$ cat src/rtl/ex_issue_ctrl_if.sv
// ID/EX/WB handshake bundle for the issue controller.
// master = pipeline side driving ID and WB, slave = the controller.
interface ex_issue_ctrl_if;
  logic       id_valid;
  logic [3:0] id_alu_op;
  logic [4:0] id_rs1_addr;
  logic [4:0] id_rs2_addr;
  logic [4:0] id_rd_addr;
  logic       id_rd_we;
  logic       id_ready;
  logic       ex_valid;
  logic [3:0] ex_alu_op;
  logic [4:0] ex_rd_addr;
  logic       ex_rd_we;
  logic       wb_valid;
  logic [4:0] wb_rd_addr;
  logic       wb_rd_we;

  modport master (
    output id_valid, id_alu_op, id_rs1_addr,
    output id_rs2_addr, id_rd_addr, id_rd_we,
    output wb_valid, wb_rd_addr, wb_rd_we,
    input  id_ready, ex_valid, ex_alu_op,
    input  ex_rd_addr, ex_rd_we
  );

  modport slave (
    input  id_valid, id_alu_op, id_rs1_addr,
    input  id_rs2_addr, id_rd_addr, id_rd_we,
    input  wb_valid, wb_rd_addr, wb_rd_we,
    output id_ready, ex_valid, ex_alu_op,
    output ex_rd_addr, ex_rd_we
  );
endinterface

$ cat src/rtl/ex_issue_ctrl.sv
// ID->EX issue control: RAW scoreboard, credit counter, drain FSM.
// Define EX_ISSUE_WB_BYPASS_EN to let same-cycle WB release hazards/credit.
module ex_issue_ctrl #(
  parameter int MAX_PEND = 3,
  parameter int CNT_W    = 3
) (
  input  logic           clk,
  input  logic           reset_n,
  ex_issue_ctrl_if.slave bus,
  input  logic           drain_req,
  output logic           drain_done,
  output logic           err_underflow
);

  localparam logic [3:0] ADD_ALU = 4'd0;
  localparam logic [3:0] SUB_ALU = 4'd1;
  localparam logic [3:0] AND_ALU = 4'd2;
  localparam logic [3:0] OR_ALU  = 4'd3;
  localparam logic [3:0] SLL_ALU = 4'd4;
  localparam logic [3:0] SRA_ALU = 4'd5;
  localparam logic [3:0] SW_ALU  = 4'd6;
  localparam logic [3:0] LW_ALU  = 4'd7;

  localparam logic [CNT_W-1:0] MAXC = CNT_W'(MAX_PEND);

  typedef enum logic [1:0] {
    RUN,
    DRAIN,
    DONE
  } state_t;

  state_t           state_q;
  state_t           state_d;
  logic [31:0]      sb_q;
  logic [31:0]      sb_d;
  logic [CNT_W-1:0] cnt_q;
  logic [CNT_W-1:0] cnt_d;

  logic rs1_used;
  logic rs2_used;
  logic wb_clr;
  logic byp1;
  logic byp2;
  logic busy1;
  logic busy2;
  logic credit_ok;
  logic issue;
  logic wb_dec;

  always_comb begin
    rs1_used = bus.id_alu_op inside {
      ADD_ALU, SUB_ALU, AND_ALU, OR_ALU,
      SLL_ALU, SRA_ALU, SW_ALU, LW_ALU
    };
    rs2_used = bus.id_alu_op inside {
      ADD_ALU, SUB_ALU, AND_ALU, OR_ALU,
      SLL_ALU, SRA_ALU, SW_ALU
    };
  end

  assign wb_clr = bus.wb_valid && bus.wb_rd_we &&
                  (bus.wb_rd_addr != 5'd0);

`ifdef EX_ISSUE_WB_BYPASS_EN
  assign byp1 = wb_clr && (bus.wb_rd_addr == bus.id_rs1_addr);
  assign byp2 = wb_clr && (bus.wb_rd_addr == bus.id_rs2_addr);
  assign credit_ok = (cnt_q < MAXC) || bus.wb_valid;
`else
  assign byp1 = 1'b0;
  assign byp2 = 1'b0;
  assign credit_ok = (cnt_q < MAXC);
`endif

  assign busy1 = rs1_used && (bus.id_rs1_addr != 5'd0) &&
                 sb_q[bus.id_rs1_addr] && !byp1;
  assign busy2 = rs2_used && (bus.id_rs2_addr != 5'd0) &&
                 sb_q[bus.id_rs2_addr] && !byp2;

  // The first cycle drain_req is seen still sits in RUN, so gate on it too
  assign issue = bus.id_valid && (state_q == RUN) && !drain_req &&
                 !busy1 && !busy2 && credit_ok;
  assign bus.id_ready = issue;

  assign wb_dec = bus.wb_valid && (cnt_q != '0);

  always_comb begin
    sb_d = sb_q;
    if (wb_clr)
      sb_d[bus.wb_rd_addr] = 1'b0;
    // Applied after the clear so a same-rd issue keeps the bit set
    if (issue && bus.id_rd_we && (bus.id_rd_addr != 5'd0))
      sb_d[bus.id_rd_addr] = 1'b1;
  end

  always_comb begin
    cnt_d = cnt_q;
    if (issue && !wb_dec)
      cnt_d = cnt_q + CNT_W'(1);
    else if (!issue && wb_dec)
      cnt_d = cnt_q - CNT_W'(1);
  end

  always_comb begin
    state_d = state_q;
    unique case (state_q)
      RUN:
        if (drain_req)
          state_d = DRAIN;
      DRAIN:
        if (!drain_req)
          state_d = RUN;
        else if ((cnt_q == '0) && (sb_q == '0))
          state_d = DONE;
      DONE:
        if (!drain_req)
          state_d = RUN;
      default:
        state_d = RUN;
    endcase
  end

  always_ff @(posedge clk or negedge reset_n) begin
    if (!reset_n) begin
      state_q       <= RUN;
      sb_q          <= '0;
      cnt_q         <= '0;
      drain_done    <= 1'b0;
      err_underflow <= 1'b0;
    end else begin
      state_q    <= state_d;
      sb_q       <= sb_d;
      cnt_q      <= cnt_d;
      drain_done <= (state_d == DONE);
      if (bus.wb_valid && (cnt_q == '0))
        err_underflow <= 1'b1;
    end
  end

  always_ff @(posedge clk or negedge reset_n) begin
    if (!reset_n) begin
      bus.ex_valid   <= 1'b0;
      bus.ex_alu_op  <= '0;
      bus.ex_rd_addr <= '0;
      bus.ex_rd_we   <= 1'b0;
    end else begin
      bus.ex_valid <= issue;
      if (issue) begin
        bus.ex_alu_op  <= bus.id_alu_op;
        bus.ex_rd_addr <= bus.id_rd_addr;
        bus.ex_rd_we   <= bus.id_rd_we;
      end
    end
  end

endmodule

$ cat src/flat_wrapper.sv
// flat-port wrapper written by rule: the top's interface ports become plain ports
module ex_issue_ctrl_flat 
#(
  parameter int MAX_PEND = 3,
  parameter int CNT_W    = 3
)
  (clk, reset_n, drain_req, drain_done, err_underflow, bus_id_valid, bus_id_alu_op, bus_id_rs1_addr, bus_id_rs2_addr, bus_id_rd_addr, bus_id_rd_we, bus_wb_valid, bus_wb_rd_addr, bus_wb_rd_we, bus_id_ready, bus_ex_valid, bus_ex_alu_op, bus_ex_rd_addr, bus_ex_rd_we);
  ex_issue_ctrl_if bus_i ();
  input  logic clk;
  input  logic reset_n;
  input  logic drain_req;
  output logic drain_done;
  output logic err_underflow;
  input wire logic [$bits(bus_i.id_valid)-1:0] bus_id_valid;
  input wire logic [$bits(bus_i.id_alu_op)-1:0] bus_id_alu_op;
  input wire logic [$bits(bus_i.id_rs1_addr)-1:0] bus_id_rs1_addr;
  input wire logic [$bits(bus_i.id_rs2_addr)-1:0] bus_id_rs2_addr;
  input wire logic [$bits(bus_i.id_rd_addr)-1:0] bus_id_rd_addr;
  input wire logic [$bits(bus_i.id_rd_we)-1:0] bus_id_rd_we;
  input wire logic [$bits(bus_i.wb_valid)-1:0] bus_wb_valid;
  input wire logic [$bits(bus_i.wb_rd_addr)-1:0] bus_wb_rd_addr;
  input wire logic [$bits(bus_i.wb_rd_we)-1:0] bus_wb_rd_we;
  output wire logic [$bits(bus_i.id_ready)-1:0] bus_id_ready;
  output wire logic [$bits(bus_i.ex_valid)-1:0] bus_ex_valid;
  output wire logic [$bits(bus_i.ex_alu_op)-1:0] bus_ex_alu_op;
  output wire logic [$bits(bus_i.ex_rd_addr)-1:0] bus_ex_rd_addr;
  output wire logic [$bits(bus_i.ex_rd_we)-1:0] bus_ex_rd_we;
  assign bus_i.id_valid = bus_id_valid;
  assign bus_i.id_alu_op = bus_id_alu_op;
  assign bus_i.id_rs1_addr = bus_id_rs1_addr;
  assign bus_i.id_rs2_addr = bus_id_rs2_addr;
  assign bus_i.id_rd_addr = bus_id_rd_addr;
  assign bus_i.id_rd_we = bus_id_rd_we;
  assign bus_i.wb_valid = bus_wb_valid;
  assign bus_i.wb_rd_addr = bus_wb_rd_addr;
  assign bus_i.wb_rd_we = bus_wb_rd_we;
  assign bus_id_ready = bus_i.id_ready;
  assign bus_ex_valid = bus_i.ex_valid;
  assign bus_ex_alu_op = bus_i.ex_alu_op;
  assign bus_ex_rd_addr = bus_i.ex_rd_addr;
  assign bus_ex_rd_we = bus_i.ex_rd_we;
  ex_issue_ctrl #(.MAX_PEND(MAX_PEND), .CNT_W(CNT_W)) u_core (.clk(clk), .reset_n(reset_n), .bus(bus_i), .drain_req(drain_req), .drain_done(drain_done), .err_underflow(err_underflow));
endmodule
$ cat config.mk
export PLATFORM = sky130hd
export DESIGN_NAME = ex_issue_ctrl_flat
export DESIGN_NICKNAME = d
export VERILOG_FILES = /design/src/rtl/ex_issue_ctrl_if.sv /design/src/rtl/ex_issue_ctrl.sv /design/src/flat_wrapper.sv
export SDC_FILE = /design/constraint.sdc
export NUM_CORES = 1
export LEC_CHECK = 0
export ABC_AREA = 0
export BUFFER_PORTS_ARGS = -buffer_cell sky130_fd_sc_hd__buf_2
export CAP_MARGIN = 10
export CORE_ASPECT_RATIO = 0.75
export CORE_MARGIN = 2
export CORE_UTILIZATION = 30
export CTS_CLUSTER_DIAMETER = 40
export CTS_CLUSTER_SIZE = 12
export DETAILED_ROUTE_END_ITERATION = 10
export GPL_TIMING_DRIVEN = 0
export PLACE_DENSITY = 0.53
export SYNTH_ARGS = -nofsm -noshare
export SYNTH_HDL_FRONTEND = slang
export SYNTH_SLANG_ARGS = --single-unit
$ cat constraint.sdc
create_clock -name clk -period 2.8 [get_ports clk]
set_input_delay 0.56 -clock clk [delete_from_list [all_inputs] [get_ports clk]]
set_output_delay 0.56 -clock clk [all_outputs]
set_load 0.05 [all_outputs]
# Word-level counts from Yosys, hierarchy flattened
# Cells that the tools add are included.
[classes]
eq_ne = 10
addsub = 2
bitwise_logic = 3
muxes = 17
reduce_logical = 37
magnitude_cmp = 7
[op_table]
columns = ["operator", "count"]
rows = [
  ["two-way mux 32 bit", 2],
  ["AND 32 bit", 1],
  ["logical NOT 32 bit", 1],
  ["NOT 32 bit", 1],
  ["OR 32 bit", 1],
  ["less-than comparator 5 x 6 -> 1 bit, second input constant", 4],
  ["logical AND 1 bit", 20],
  ["nonzero test 5 bit", 4],
  ["== test 4 x 3 -> 1 bit, second input constant", 4],
  ["binary-select mux 1 bit (select 5 bit)", 2],
  ["demux 1 bit (select 5 bit)", 2],
  ["greater-or-equal comparator 5 x 1 -> 1 bit, second input constant", 2],
  ["== test 4 x 2 -> 1 bit, second input constant", 2],
  ["two-way mux 2 bit", 4],
  ["nonzero test 8 bit", 1],
  ["nonzero test 7 bit", 1],
  ["two-way mux 3 bit", 2],
  ["one-hot mux 2 bit (3 select lines)", 1],
  ["logical NOT 1 bit", 5],
  ["== test 2 bit, second input constant", 2],
  ["== test 4 x 1 -> 1 bit, second input constant", 1],
  ["logical NOT 4 bit", 1],
  ["two-way mux 1 bit", 4],
  ["adder 3 x 1 -> 3 bit, second input constant", 1],
  ["other kinds (7)", 7],
]
[totals]
word_cells = 85
register_bits = 50

# Depth between registers and ports, before layout
# Gate-level depths: netlist of the first run.
[logic_depth]
depth_word = 12
depth_mapped = 14
ltp_nobuf = 12

# Worst setup path after synthesis of the first run
# OpenSTA, ideal clock, no wires.
[synth_path]
kind = "input port to flip-flop"
startpoint = "in bus_id_rs2_addr[0]"
endpoint = "reg u_core.cnt_q[2]"
setup_slack_ps = -567
stages = 13
setup_time_ps = 79
t_arrival_ps = 3288
t_required_ps = 2721
path_buffers = 2
path_cell_list = "buf_1 mux4_2 mux2_2 o31ai_4 o221ai_4 buf_6 inv_2 ha_1 inv_1 fa_1 xor2_1 nor2_1 xor2_1"
[synth_between]
elab_chain_cells = 9
[synth_rtl]
columns = ["element", "line_no", "source"]
rows = [
  ["start: declaration", "flat_wrapper.sv:17", "input wire logic [$bits(bus_i.id_rs2_addr)-1:0] bus_id_rs2_addr;"],
  ["binary-select mux 1 bit (select 5 bit) or nonzero test 5 bit (tied branches)", "ex_issue_ctrl.sv:77, ex_issue_ctrl.sv:76", ""],
  ["two-way mux 1 bit (implied by the code) or logical AND 1 bit (tied branches)", "ex_issue_ctrl.sv:77, ex_issue_ctrl.sv:76", ""],
  ["logical AND 1 bit (*)", "ex_issue_ctrl.sv:76", "assign busy2 = rs2_used && (bus.id_rs2_addr != 5'd0) &&"],
  ["logical NOT 1 bit (*)", "ex_issue_ctrl.sv:81", "!busy1 && !busy2 && credit_ok;"],
  ["logical AND 1 bit (*) (2 in a row)", "ex_issue_ctrl.sv:81", ""],
  ["via bus_id_ready", "flat_wrapper.sv:23", "output wire logic [$bits(bus_i.id_ready)-1:0] bus_id_ready;"],
  ["logical NOT 1 bit", "ex_issue_ctrl.sv:99", "else if (!issue && wb_dec)"],
  ["logical AND 1 bit", "ex_issue_ctrl.sv:99", ""],
  ["nonzero test 2 bit (no line)", "-", ""],
  ["end signal: assignment", "ex_issue_ctrl.sv:132", "cnt_q <= cnt_d;"],
  ["end: declaration", "ex_issue_ctrl.sv:36", "logic [CNT_W-1:0] cnt_q;"],
]
# Mark *: on every way through the listed nets, which the timed path passes. The rest lies on a longest branch. The select of a mux whose other input is x is not followed.
# A chain may end at the register's enable or synchronous reset.

# Worst setup path after layout of the first run
[layout_path]
startpoint = "in bus_id_rs1_addr[1]"
endpoint = "reg u_core.cnt_q[1]"
[layout_rtl]
columns = ["element", "line_no", "source"]
rows = [
  ["start: declaration", "flat_wrapper.sv:16", "input wire logic [$bits(bus_i.id_rs1_addr)-1:0] bus_id_rs1_addr;"],
  ["binary-select mux 1 bit (select 5 bit) or nonzero test 5 bit (tied branches)", "ex_issue_ctrl.sv:75, ex_issue_ctrl.sv:74", ""],
  ["two-way mux 1 bit (implied by the code) or logical AND 1 bit (tied branches)", "ex_issue_ctrl.sv:75, ex_issue_ctrl.sv:74", ""],
  ["logical AND 1 bit (*)", "ex_issue_ctrl.sv:74", "assign busy1 = rs1_used && (bus.id_rs1_addr != 5'd0) &&"],
  ["logical NOT 1 bit (*)", "ex_issue_ctrl.sv:81", ""],
  ["logical AND 1 bit (*)", "ex_issue_ctrl.sv:80", "assign issue = bus.id_valid && (state_q == RUN) && !drain_req &&"],
  ["logical AND 1 bit (*) (2 in a row)", "ex_issue_ctrl.sv:81", ""],
  ["logical AND 1 bit (*)", "ex_issue_ctrl.sv:97", "if (issue && !wb_dec)"],
  ["two-way mux 3 bit (*)", "ex_issue_ctrl.sv:97", ""],
  ["via u_core.cnt_d[1]", "ex_issue_ctrl.sv:37", "logic [CNT_W-1:0] cnt_d;"],
]
# Marks and branches as above.

==> impl_metrics.tcl, run 1 <==
set metrics [dict create \
    cts_buffers 5 \
    power_leakage_nw 1.57 \
    cts_max_level 2 \
    grtUsageTotal_pct 16.5 \
    cts.clk_slew.worst_paths_ns 0.07 \
    fin_tns_setup_ns -0.187 \
    worstSetupPathType "input port to flip-flop" \
    rsz0062_at_grt "true" \
    synth_seq_cells 50 \
    fin_crit_sh_pct 102 \
    cts_max_path_buffers 2 \
    yosysSeqAreaShare_pct 42.3 \
    synth-main-ff-cell "dfrtp_1" \
    antenna_found_initial 0 \
    insertion_delay_ns 0.29 \
    finalCriticalPeriod_ns 2.87 \
    drc 0 \
    cts_tree "yes" \
    fin_nets 347 \
    end_kind "flip-flop" \
    ir_drop_v 0.000425 \
    ys_top_cells_by_area "dfrtp_1 42%, o31ai_1 7.1%, mux4_2 6.8%" \
    diodes 0 \
    grt_max_degree 51 \
    worstPathMaxFanout 6 \
    area_growth_pct 26.3 \
    avgRoutedWirePerCell_um 19.6 \
    netlist.area_leader.share_pct 42.3 \
    hp-class "input port to asynchronous set/reset pin" \
    io_buffers 43 \
    synth.avg_cell_area_um2 11.8 \
    cts.sinks 50 \
    crit_arrival_ns 3.04 \
    ys_warn_count 0 \
    grt_pass1_vias 2373 \
    grt_overflow_total 0 \
    fin_ws_ns -0.0687 \
    io_pins 45 \
    ant_nets 0 \
    die-area_mm2 0.0107 \
    die_width_um 119 \
    synth_cell_type_count 54 \
    n_fill_cell 980 \
    gp_congestion 0.807 \
    synth_top_cell_by_area "dfrtp_1" \
    setup_viol 3 \
    coreArea_mm2 0.00962 \
    synth-edff-count 0 \
    rrSetupSlack_ns -0.06 \
    drt-pass1-iter-count 4 \
    violations "setup timing" \
    tightestPinTransition_ns 0.526 \
    whs_ns 0.139 \
    fmax_ghz 0.349 \
    timing.slew.headroom_pct 64.8 \
    drive_above_1_share_pct 36.9 \
    finalHoldViolations 0 \
    finalPower_mw 2.63 \
    required_ns 2.97 \
    die_h_um 90.0 \
    synth_fp_nets 283 \
    dp_hpwl_mm 6.15 \
    initial_core_util_pct 30.8 \
    status "complete, but fails checks" \
    wirelength_mm 8.73 \
    power_density_mw_per_mm2 703 \
    cts-hold-fix-buffers 0 \
    rows 31 \
    async_reset_ff_share_pct 100 \
    grt_pass1_wl_mm 13.8 \
    seq_area_mm2 0.00125 \
    maxCapViolCount 0 \
    multi_input_area_mm2 0.00163 \
    root_buffer "clkbuf_16" \
    start_kind "input port" \
    netlist_instances 250 \
    drt_iter0_markers 243 \
    syn_area_mm2 0.00296 \
    num_vias 2376 \
    slew_violations 0 \
    skew_ns 0.00451 \
    avgViaCountPerCell 5.33 \
]
[path summary, 6_finish.rpt]
| check | to | depth (start not counted) | start |
|---|---|---|---|
| worst max-delay path | u_core.cnt_q[1]$_DFFE_PN0P_ | 13 | bus_id_rs1_addr[1] |
| worst min-delay path | u_core.drain_done$_DFF_PN0_ | 1 | reset_n |
| worst max register to register | u_core.cnt_q[1]$_DFFE_PN0P_ | 11 | u_core.sb_q[2]$_DFF_PN0_ |
| worst min register to register | u_core.err_underflow$_DFFE_PN0P_ | 1 | u_core.err_underflow$_DFFE_PN0P_ |
| max in group asynchronous | u_core.sb_q[7]$_DFF_PN0_ | 2 | reset_n |
| min in group clk | u_core.err_underflow$_DFFE_PN0P_ | 1 | u_core.err_underflow$_DFFE_PN0P_ |
[cells in the final DEF (no fill, tap or decap), types with 2 or more instances in the layout]
| cell type | netlist | final |
|---|---|---|
| dfrtp_1 | 50 | 48 |
| buf_2 | 1 | 40 |
| o21ai_0 | 30 | 30 |
| o31ai_1 | 28 | 28 |
| buf_4 | 2 | 14 |
| nand3b_1 | 14 | 14 |
| mux2i_1 | 13 | 12 |
| mux4_2 | 9 | 10 |
| nor2_1 | 9 | 9 |
| mux2_4 | 7 | 9 |
| nor4_1 | 7 | 7 |
| nand2_1 | 7 | 7 |
| buf_8 | 0 | 5 |
| buf_6 | 5 | 5 |
| nand3_1 | 5 | 5 |
| or3b_2 | 5 | 5 |
| clkbuf_16 | 0 | 5 |
| or3_1 | 3 | 3 |
| nor3_1 | 3 | 3 |
| a31oi_1 | 3 | 3 |
| nand4_1 | 3 | 3 |
| buf_12 | 1 | 3 |
| o31ai_2 | 3 | 3 |
| a311oi_1 | 2 | 2 |
| nor4b_1 | 2 | 2 |
| a211o_1 | 2 | 2 |
| xor2_1 | 2 | 2 |
| mux2_1 | 2 | 2 |
| dfrtp_2 | 0 | 2 |
[flip-flops by register name (all words and copies together), names as in the netlist]
signal and flops:
u_core.bus.ex_valid 1, u_core.state_q 2, u_core.cnt_q 3, u_core.bus.ex_alu_op 4
u_core.bus.ex_rd_addr 5, u_core.sb_q 32, u_core.drain_done 1, u_core.err_underflow 1
u_core.bus.ex_rd_we 1
[layout make-up]
class	instances	share of cell area (%)
Sequential cell	50	33.5
Clock inverter	2	1.04
Inverter	3	0.502
Multi-Input combinational cell	185	43.7
Timing Repair Buffer	57	9.94
Buffer	12	3.55
Clock buffer	5	3.35
Tap cell	132	4.42
[power by group]
part	switching, mW	leakage (nW)	total, mW	internal [mW]
clock network	0.271	0.0799	0.690	0.419
registers	0.127	0.660	0.993	0.867
logic	0.570	0.827	0.943	0.373
[kinds of logic (layout without fill, tap and decap cells)]
kind of cell / after synthesis / after routing / synth area share, %
AOI/OAI and AO/OA: 80 / 80 / 19.8
and+or+nand+nor: 65 / 65 / 14.3
DFF: 50 / 50 / 42.3
muxes: 35 / 35 / 17.6
buffers and inverters: 15 / 79 / 4.02
xor gates and xnor gates: 3 / 3 / 0.888
adders and majority gates: 2 / 2 / 1.10
[Yosys cell counts (2+ instances only)]
| library cell | number |
|---|---|
| dfrtp_1 | 50 |
| o21ai_0 | 30 |
| o31ai_1 | 28 |
| nand3b_1 | 14 |
| mux2i_1 | 13 |
| mux4_2 | 9 |
| nor2_1 | 9 |
| mux2_4 | 7 |
| nand2_1 | 7 |
| nor4_1 | 7 |
| buf_6 | 5 |
| nand3_1 | 5 |
| or3b_2 | 5 |
| a31oi_1 | 3 |
| mux2_2 | 3 |
| nand4_1 | 3 |
| nor3_1 | 3 |
| o31ai_2 | 3 |
| or3_1 | 3 |
| a211o_1 | 2 |
| a311oi_1 | 2 |
| buf_1 | 2 |
| buf_4 | 2 |
| inv_1 | 2 |
| mux2_1 | 2 |
| nor4b_1 | 2 |
| xor2_1 | 2 |
[stage by stage]
step                      setup slack, ns  cells  util, %  instance area, um^2
final                             -0.0687    446     38.9                 3740
after global routing               -0.161    446     38.9                 3740
after detailed placement           -0.706    425     35.0                 3370
after CTS                         -0.0798    444     38.4                 3700
after floorplan                    -0.321    250        -                 2990
after global placement             -0.681    425     35.0                 3370
[worst max-delay path: stages]
cell      delay [ns]
buf_8           0.11
buf_8           0.12
nor2b_1         0.13
a22oi_1         0.18
a311oi_1        0.13
or4_4           0.51
o221ai_4        0.22
buf_8           0.16
inv_8           0.03
ha_4            0.15
inv_2           0.05
fa_2            0.42
mux2_4          0.28
[metal layers]
metal	vias to the layer above	GRT usage, %	wire length (um)
li1	1119	-	-
met1	1172	26.2	4270
met2	81	23.2	3670
met3	4	3.49	740
met4	0	2.28	44
met5	-	0	0
[what timing repair did]
item	CTS	global route
pin swaps	6	2
setup endpoints to repair	3	3
buffers inserted	12	1
resized for setup	20	2
Power figures use the tool's default switching activity.
==> run 2: changes to the inputs <==
- RECOVER_POWER: not set -> 50
==> impl_metrics.tcl, run 2 (synthesis results as in run 1) <==
set metrics [dict create \
    cts.clk_slew.worst_paths_ns 0.07 \
    drc 0 \
    setup_viol 3 \
    power_leakage_nw 1.55 \
    io_pins 45 \
    drive_above_1_share_pct 35.7 \
    mostFrequentLayoutCells "48 x dfrtp_1, 36 x buf_2, 30 x o21ai_0" \
    drt_iter0_markers 179 \
    wirelength_mm 8.73 \
    die_h_um 90.0 \
    regMostFlops "u_core.sb_q" \
    fmax_ghz 0.349 \
    design_area_mm2 0.00372 \
    hp-class "input port to asynchronous set/reset pin" \
    grt_max_degree 51 \
    final_cells 446 \
    postPlaceCellArea_mm2 0.00337 \
    dp_hpwl_mm 6.15 \
    timing.slew.headroom_pct 31.9 \
    root_buffer "clkbuf_16" \
    fin_crit_sh_pct 102 \
    cts_tree "yes" \
    ir_drop_v 0.000425 \
    maxCapViolCount 0 \
    final_common_cell "dfrtp_1" \
    placed_cells 425 \
    cts-hold-fix-buffers 0 \
    power_density_mw_per_mm2 705 \
    fin_tns_setup_ns -0.178 \
    finalHoldViolations 0 \
    finalCriticalPeriod_ns 2.87 \
    initial_core_util_pct 30.8 \
    end_kind "flip-flop" \
    required_ns 2.97 \
    avgRoutedWirePerCell_um 19.6 \
    drt-pass1-iter-count 4 \
    coreArea_mm2 0.00962 \
    cts.sinks 50 \
    skew_ns 0.00460 \
    fin_nets 347 \
    start_kind "input port" \
    r2r_cells 11 \
    avgViaCountPerCell 5.45 \
    antenna_found_initial 0 \
    tightestPinTransition_ns 1.02 \
    ant_nets 0 \
    die_width_um 119 \
    final_util_pct 38.6 \
    grt_overflow_total 0 \
    violations "setup timing" \
    grt_pass1_wl_mm 13.8 \
    io_buffers 43 \
    insertion_delay_ns 0.29 \
    rsz0062_at_grt "true" \
    largest_reg_flops 32 \
    finalPower_mw 2.62 \
    cts_max_path_buffers 2 \
    biggestRegsByFlops "u_core.sb_q: 32 flops, u_core.bus.ex_rd_addr: 5 flops, u_core.bus.ex_alu_op: 4 flops" \
    grt_pass1_vias 2373 \
    crit_arrival_ns 3.04 \
    area_growth_pct 25.6 \
    fin_ws_ns -0.0652 \
    grtUsageTotal_pct 16.5 \
    slew_violations 0 \
    cts_max_level 2 \
    cts_buffers 5 \
    die-area_mm2 0.0107 \
    worstSetupPathType "input port to flip-flop" \
    status "complete, but fails checks" \
    diodes 0 \
    n_fill_cell 980 \
    num_vias 2429 \
    rows 31 \
    gp_congestion 0.807 \
    worstPathMaxFanout 6 \
]
-- run 2: changes by cell type in the layout (fill, tap and decap cells not counted) --
cell / change
buf_2: -4
clkbuf_1: +4
buf_12: -1
clkbuf_2: +1
-- run 2: layout make-up --
| type | instances | area, um^2 | share of cell area (%) |
|---|---|---|---|
| Sequential cell | 50 | 1250 | 33.7 |
| Clock inverter | 2 | 38.8 | 1.04 |
| Inverter | 3 | 18.8 | 0.505 |
| Multi-Input combinational cell | 185 | 1630 | 43.9 |
| Buffer | 12 | 133 | 3.57 |
| Clock buffer | 5 | 125 | 3.37 |
| Timing Repair Buffer | 57 | 352 | 9.46 |
| Tap cell | 132 | 165 | 4.44 |
-- run 2: path summary, 6_finish.rpt --
path | startpoint | slack, ns | to
max in group asynchronous | reset_n | 1.11 | u_core.sb_q[7]$_DFF_PN0_
worst min-delay path | reset_n | 0.23 | u_core.state_q[1]$_DFF_PN0_
min in group clk | u_core.err_underflow$_DFFE_PN0P_ | 0.46 | u_core.err_underflow$_DFFE_PN0P_
worst min register to register | u_core.err_underflow$_DFFE_PN0P_ | 0.46 | u_core.err_underflow$_DFFE_PN0P_
worst max register to register | u_core.sb_q[2]$_DFF_PN0_ | -0.06 | u_core.cnt_q[1]$_DFFE_PN0P_
worst max-delay path | bus_id_rs1_addr[1] | -0.07 | u_core.cnt_q[1]$_DFFE_PN0P_
-- run 2: critical path, cell delays in order --
cell and delay, ns:
buf_8 0.11, buf_8 0.12, nor2b_1 0.13, a22oi_1 0.18
a311oi_1 0.13, or4_4 0.51, o221ai_4 0.22, buf_8 0.16
inv_8 0.03, ha_4 0.15, inv_2 0.05, fa_2 0.42
mux2_4 0.28
-- run 2: through the flow --
step / hold slack, ns / setup WS (ns)
floorplan: 0.264 / -0.321
global placement: 0.437 / -0.681
detailed placement: 0.451 / -0.706
CTS: 0.469 / -0.0798
global route: 0.274 / -0.161
finish: 0.231 / -0.0652
-- run 2: what timing repair did --
action	in CTS	in global routing
endpoints found under the setup margin	3	3
gates resized for setup	20	2
pin swaps	6	2
setup buffers	12	1
-- run 2: power breakdown --
group / switching, mW / leakage [nW] / internal (mW)
clock: 0.272 / 0.0799 / 0.419
combinational: 0.571 / 0.808 / 0.367
sequential: 0.127 / 0.660 / 0.867
-- run 2: metal layers --
layer	routed length, um	up-vias	track usage (%)	part of all wire [%]
met5	0	-	0	0
met4	55	0	2.28	0.63
met3	777	7	3.49	8.9
met2	3730	88	23.2	43
met1	4170	1205	26.2	48
li1	-	1129	-	-
